--- config.mk ---
export PLATFORM = sky130hd
export DESIGN_NAME = immed_gen
export DESIGN_NICKNAME = d
export VERILOG_FILES = /design/src/rtl/immed_gen.sv
export SDC_FILE = /design/constraint.sdc
export NUM_CORES = 1
export LEC_CHECK = 0
export BUFFER_PORTS_ARGS = -buffer_cell sky130_fd_sc_hd__buf_2
export CAP_MARGIN = 10
export CELL_PAD_IN_SITES_DETAIL_PLACEMENT = 1
export CELL_PAD_IN_SITES_GLOBAL_PLACEMENT = 1
export CORE_UTILIZATION = 26
export DETAILED_ROUTE_END_ITERATION = 8
export GPL_TIMING_DRIVEN = 0
export HOLD_SLACK_MARGIN = 0.1
export PLACE_DENSITY_LB_ADDON = 0.12
export SLEW_MARGIN = 20
export SYNTH_ARGS = -nofsm -noshare
export SYNTH_HDL_FRONTEND = slang
export SYNTH_SLANG_ARGS = --single-unit
--- constraint.sdc ---
create_clock -name clk -period 1.5 [get_ports clk]
set_input_delay 0.3 -clock clk [delete_from_list [all_inputs] [get_ports clk]]
set_output_delay 0.3 -clock clk [all_outputs]
set_load 0.05 [all_outputs]
--- src/rtl/immed_gen.sv ---
// RV32I immediate generator: extracts and sign-extends the instruction
// immediate selected by the class in cword[3:0], plus a registered copy.
module immed_gen (
   input  logic        clk,
   input  logic        rst,
   input  logic [22:0] cword,
   input  logic [31:0] inst,
   output logic [31:0] imm,
   output logic        illegal,
   output logic [31:0] imm_q,
   output logic        illegal_q
);

   typedef enum logic [3:0] {
      T_LOAD  = 4'd0,
      T_ALUI  = 4'd1,
      T_STORE = 4'd2,
      T_REG   = 4'd3,
      T_LUI   = 4'd4,
      T_AUIPC = 4'd5,
      T_BRANCH= 4'd6,
      T_JALR  = 4'd7,
      T_JAL   = 4'd8
   } inst_type_t;

   logic [3:0] instType;
   assign instType = cword[3:0];

   // The format comes from instType alone; opcode bits are never consulted.
   always_comb begin
      imm     = 32'h0000_0000;
      illegal = 1'b0;
      case (instType)
         T_LOAD, T_ALUI, T_JALR:
            imm = {{20{inst[31]}}, inst[31:20]};
         T_STORE:
            imm = {{20{inst[31]}}, inst[31:25], inst[11:7]};
         T_BRANCH:
            imm = {{19{inst[31]}}, inst[31], inst[7], inst[30:25], inst[11:8], 1'b0};
         T_JAL:
            imm = {{11{inst[31]}}, inst[31], inst[19:12], inst[20], inst[30:21], 1'b0};
         T_LUI, T_AUIPC:
            imm = {inst[31:12], 12'h000};
         T_REG:
            imm = 32'h0000_0000;
         default: begin
            imm     = 32'h0000_0000;
            illegal = 1'b1;
         end
      endcase
   end

   always_ff @(posedge clk or posedge rst) begin
      if (rst) begin
         imm_q     <= 32'h0000_0000;
         illegal_q <= 1'b0;
      end else begin
         imm_q     <= imm;
         illegal_q <= illegal;
      end
   end

endmodule

* Word-level counts from Yosys, hierarchy flattened
Cells that the tools add are included.
** Storage, ports and cells
- Logic and storage cells :: 16
- Output and inout port bits :: 66
- Bits in registers :: 33
- Bits of input ports :: 57
** Operators by class
- Reductions and logical operators :: 4
- Mux-type cells :: 2
- Equality and inequality tests :: 8
** Operators with widths (count)
- one-hot mux 32 bit (5 select lines) :: 1
- == test 4 x 3 -> 1 bit (second input constant) :: 4
- OR reduction 9 bit :: 1
- == test 4 x 2 -> 1 bit (second input constant) :: 2
- == test 4 x 1 -> 1 bit (second input constant) :: 1
- == test 4 bit (second input constant) :: 1
- logical NOT 4 bit :: 1
- OR reduction 3 bit :: 1
- OR reduction 2 bit :: 1
- two-way mux 1 bit :: 1

* Longest topological paths before layout
- Word-level depth :: 3
- Gate-level depth with buffers :: 5
- Gate-level depth less buffers :: 3

* Worst setup path after synthesis
Ideal clock, no wire load.
- Path kind :: input to output
- From :: input cword[1]
- To :: output imm[20]
- Slack :: -913 ps
- Arrival time :: 2113 ps
- Data required time :: 1200 ps
- Buffers on the path :: 2
- Stages on the path :: 5
- Path through :: nor2b_1 o21a_1 buf_2 buf_6 o31ai_1
** On the way
- Cells in the longest elaborated chain, start to end :: 3
- Elaborated cells between the ends (all ways) :: 11
- Classes of those cells :: eq/ne: 7; mux: 1; reduce/logical: 3
** RTL lines
- start, declared :: RTL line 6 : input logic [22:0] cword,
- == test 4 x 1 -> 1 bit, or another cell as far along :: RTL line 33 : case (instType)
- OR reduction 3 bit or OR reduction 2 bit (tied branches) :: RTL line 33
- one-hot mux 32 bit (5 select lines) * :: RTL line 33
- end, declared :: RTL line 8 : output logic [31:0] imm,
Mark *: on every way between the ends. The rest lies on a longest branch, timed or not.

* Worst setup path in the final report
- From :: input cword[1]
- To :: output imm[27]
The elaborated chain is that of the path after synthesis.

==> results_dict.tcl <==
set metrics [dict create \
    grt_pass1_wl_mm 7.80 \
    synth_area_per_cell_um2 11.6 \
    initial_core_util_pct 27.3 \
    maxClockFrequency_ghz 0.573 \
    fillers 538 \
    yosysMostFrequentCell "dfrtp_1" \
    cts_tree "yes" \
    drc_errors 0 \
    grt_max_degree 34 \
    setup_viol 33 \
    ys_seq_area_share_pct 58.9 \
    ys_top_cells_by_count "dfrtp_1 (33), nand2_1 (16), o31ai_1 (11), a21o_1 (8)" \
    rsz0062_at_grt "yes" \
    ys_dominant_reg_cell "dfrtp_1" \
    cp-start-kind "input pin" \
    gp_congestion 0.730 \
    clockBufferDepth 2 \
    drt-initial-drc-count 47 \
    grt_pass1_vias 1557 \
    core.rowCount 26 \
    io_buffers 96 \
    crit_arrival_ns 1.45 \
    vias 1506 \
    numCtsBuffers 5 \
    layout-drive-gt1-share_pct 75.1 \
    finalHoldViolations 0 \
    power.density_mw_per_mm2 903 \
    synth_edf_count 0 \
    core-area_mm2 0.00514 \
    worst-endpoint-required_ns 1.20 \
    boundaryPins 123 \
    clkPwrFrac_pct 21.6 \
    antenna_found_initial 0 \
    synthTopCellsByArea "dfrtp_1 (59%), o31ai_1 (5.9%), a21o_1 (4.3%)" \
    pwr-share-comb_pct 45.5 \
    violations "setup timing" \
    async_reset_ff_share_pct 100 \
    slew_violations 0 \
    syn_nets 178 \
    dp_hpwl_mm 3.56 \
    groute.usage.overall_pct 19.0 \
    setup_ws_ns -0.245 \
    synth_area_leader_cell "dfrtp_1" \
    fin_nets 309 \
    p_switching_uw 1160 \
    tightest_slew_ns 0.694 \
    outcome "complete, but fails checks" \
    endpoint_kind "output pin" \
    clock-sinks 33 \
    dr.pass1.iters 4 \
    slew_headroom_pct 53.6 \
    whs_ns 0.130 \
    root_buffer "clkbuf_8" \
    seqPwrFrac_pct 32.9 \
    post_synth_num_cell_types 30 \
    syn_area_mm2 0.00140 \
    diodes 0 \
    min_period_ns 1.75 \
    ant_nets 0 \
    gr-total-overflow 0 \
    synth_seq_cells 33 \
    die_height_um 75.4 \
    p_leak_uw 0.00156 \
    totalWireLength_mm 5.44 \
    clk_pin_slew_ns 0.07 \
    final.setup.tns_ns -6.15 \
    viasPerCell 4.66 \
    sw_frac_of_total_pct 39.4 \
    max-cap-violations 0 \
    post_drt_wl_per_cell_um 16.8 \
    internal-power_uw 1790 \
    peakVddDrop_mv 0.599 \
    area_growth_pct 133 \
    cts_max_level 2 \
    min_period_over_period_pct 116 \
    yosysWarnings 0 \
    synth_top_area_share_pct 58.9 \
    path_class "in2out" \
    crit_path_max_fanout 7 \
    min_path_type "in2async" \
    synthCells 121 \
    die_area_mm2 0.00569 \
    fp.dieW_um 75.4 \
]
per-stage QoR:
step / instances / area [um2] / power, uW / setup slack (ns) / utilization, %
CTS: 313 / 3120 / 2930 / -0.264 / 60.8
floorplan: 121 / 1890 / 1800 / -0.210 / -
global placement: 287 / 2460 / 2020 / -0.430 / 47.9
detailed placement: 287 / 2460 / 2040 / -0.480 / 47.9
global route: 323 / 3260 / 3070 / -0.288 / 63.5
finish: 323 / 3260 / 2950 / -0.245 / 63.5
worst paths after layout:
check	from	end	slack, ns
max in group asynchronous	rst	imm_q[21]$_DFF_PP0_	0.93
min in group clk	inst[17]	imm_q[17]$_DFF_PP0_	0.27
hold / removal	rst	imm_q[19]$_DFF_PP0_	0.13
setup / recovery	cword[1]	imm[27]	-0.25
worst max-delay path, cell delays in order:
cell,delay [ns]
buf_8,0.10
nor2b_4,0.12
o21a_1,0.18
buf_8,0.15
buf_6,0.13
o31ai_4,0.26
buf_6,0.20
layout by cell type, fill, tap and decap left out, drive strengths merged, types with 3 or more instances in the layout:
cell type and count:
o21a 3, nand2 16, dfrtp 33, a22oi 4, nor3b 8, a21oi 3
o31ai 11, a21o 8, buf 131, clkbuf 7, nor2b 5, o2bb2ai 4
power groups by stage:
stage	combinational (uW)	sequential, uW	clock (uW)
floorplan	574	1230	0
global placement	1040	984	0
detailed placement	1050	987	0
CTS	1290	970	663
global route	1400	978	695
finish	1340	970	635
sequential cells by signal (all words and copies together), names as in the netlist:
name       flops
illegal_q      1
imm_q         32
final cells by class:
| class | instances | area, um2 | area share (%) |
|---|---|---|---|
| Inverter | 2 | 7.51 | 0.230 |
| Sequential cell | 33 | 826 | 25.3 |
| Tap cell | 70 | 87.6 | 2.68 |
| Buffer | 9 | 135 | 4.14 |
| Timing Repair Buffer | 124 | 1110 | 34.0 |
| Clock buffer | 6 | 72.6 | 2.22 |
| Clock inverter | 2 | 10.0 | 0.307 |
| Multi-Input combinational cell | 77 | 1020 | 31.2 |
routing by layer:
layer | vias up | share of wire (%) | wire [um] | GRT usage [%]
li1 | 699 | - | - | -
met1 | 749 | 36 | 1980 | 21.9
met2 | 54 | 58 | 3180 | 35.9
met3 | 4 | 4.6 | 252 | 4.10
met4 | 0 | 0.68 | 37 | 3.91
met5 | - | 0 | 0 | 0
cell families (layout without fill, tap and decap cells):
family                 count (synthesis)  count (layout)  share of synthesized area, %
AO/OA/AOI/OAI                         39              39                          21.9
buffers and inverters                 11             143                          4.10
flip-flops                            33              33                          58.9
AND/OR/NAND/NOR                       38              38                          15.1
timing repair:
item,4_1_cts,5_1_grt
endpoints found under the setup margin,33,33
setup buffers,15,10
pin swaps,17,22
resized for setup,108,15
hold buffers,0,0
cloned,3,0
Note: power is estimated with default switching activity, not from simulation.
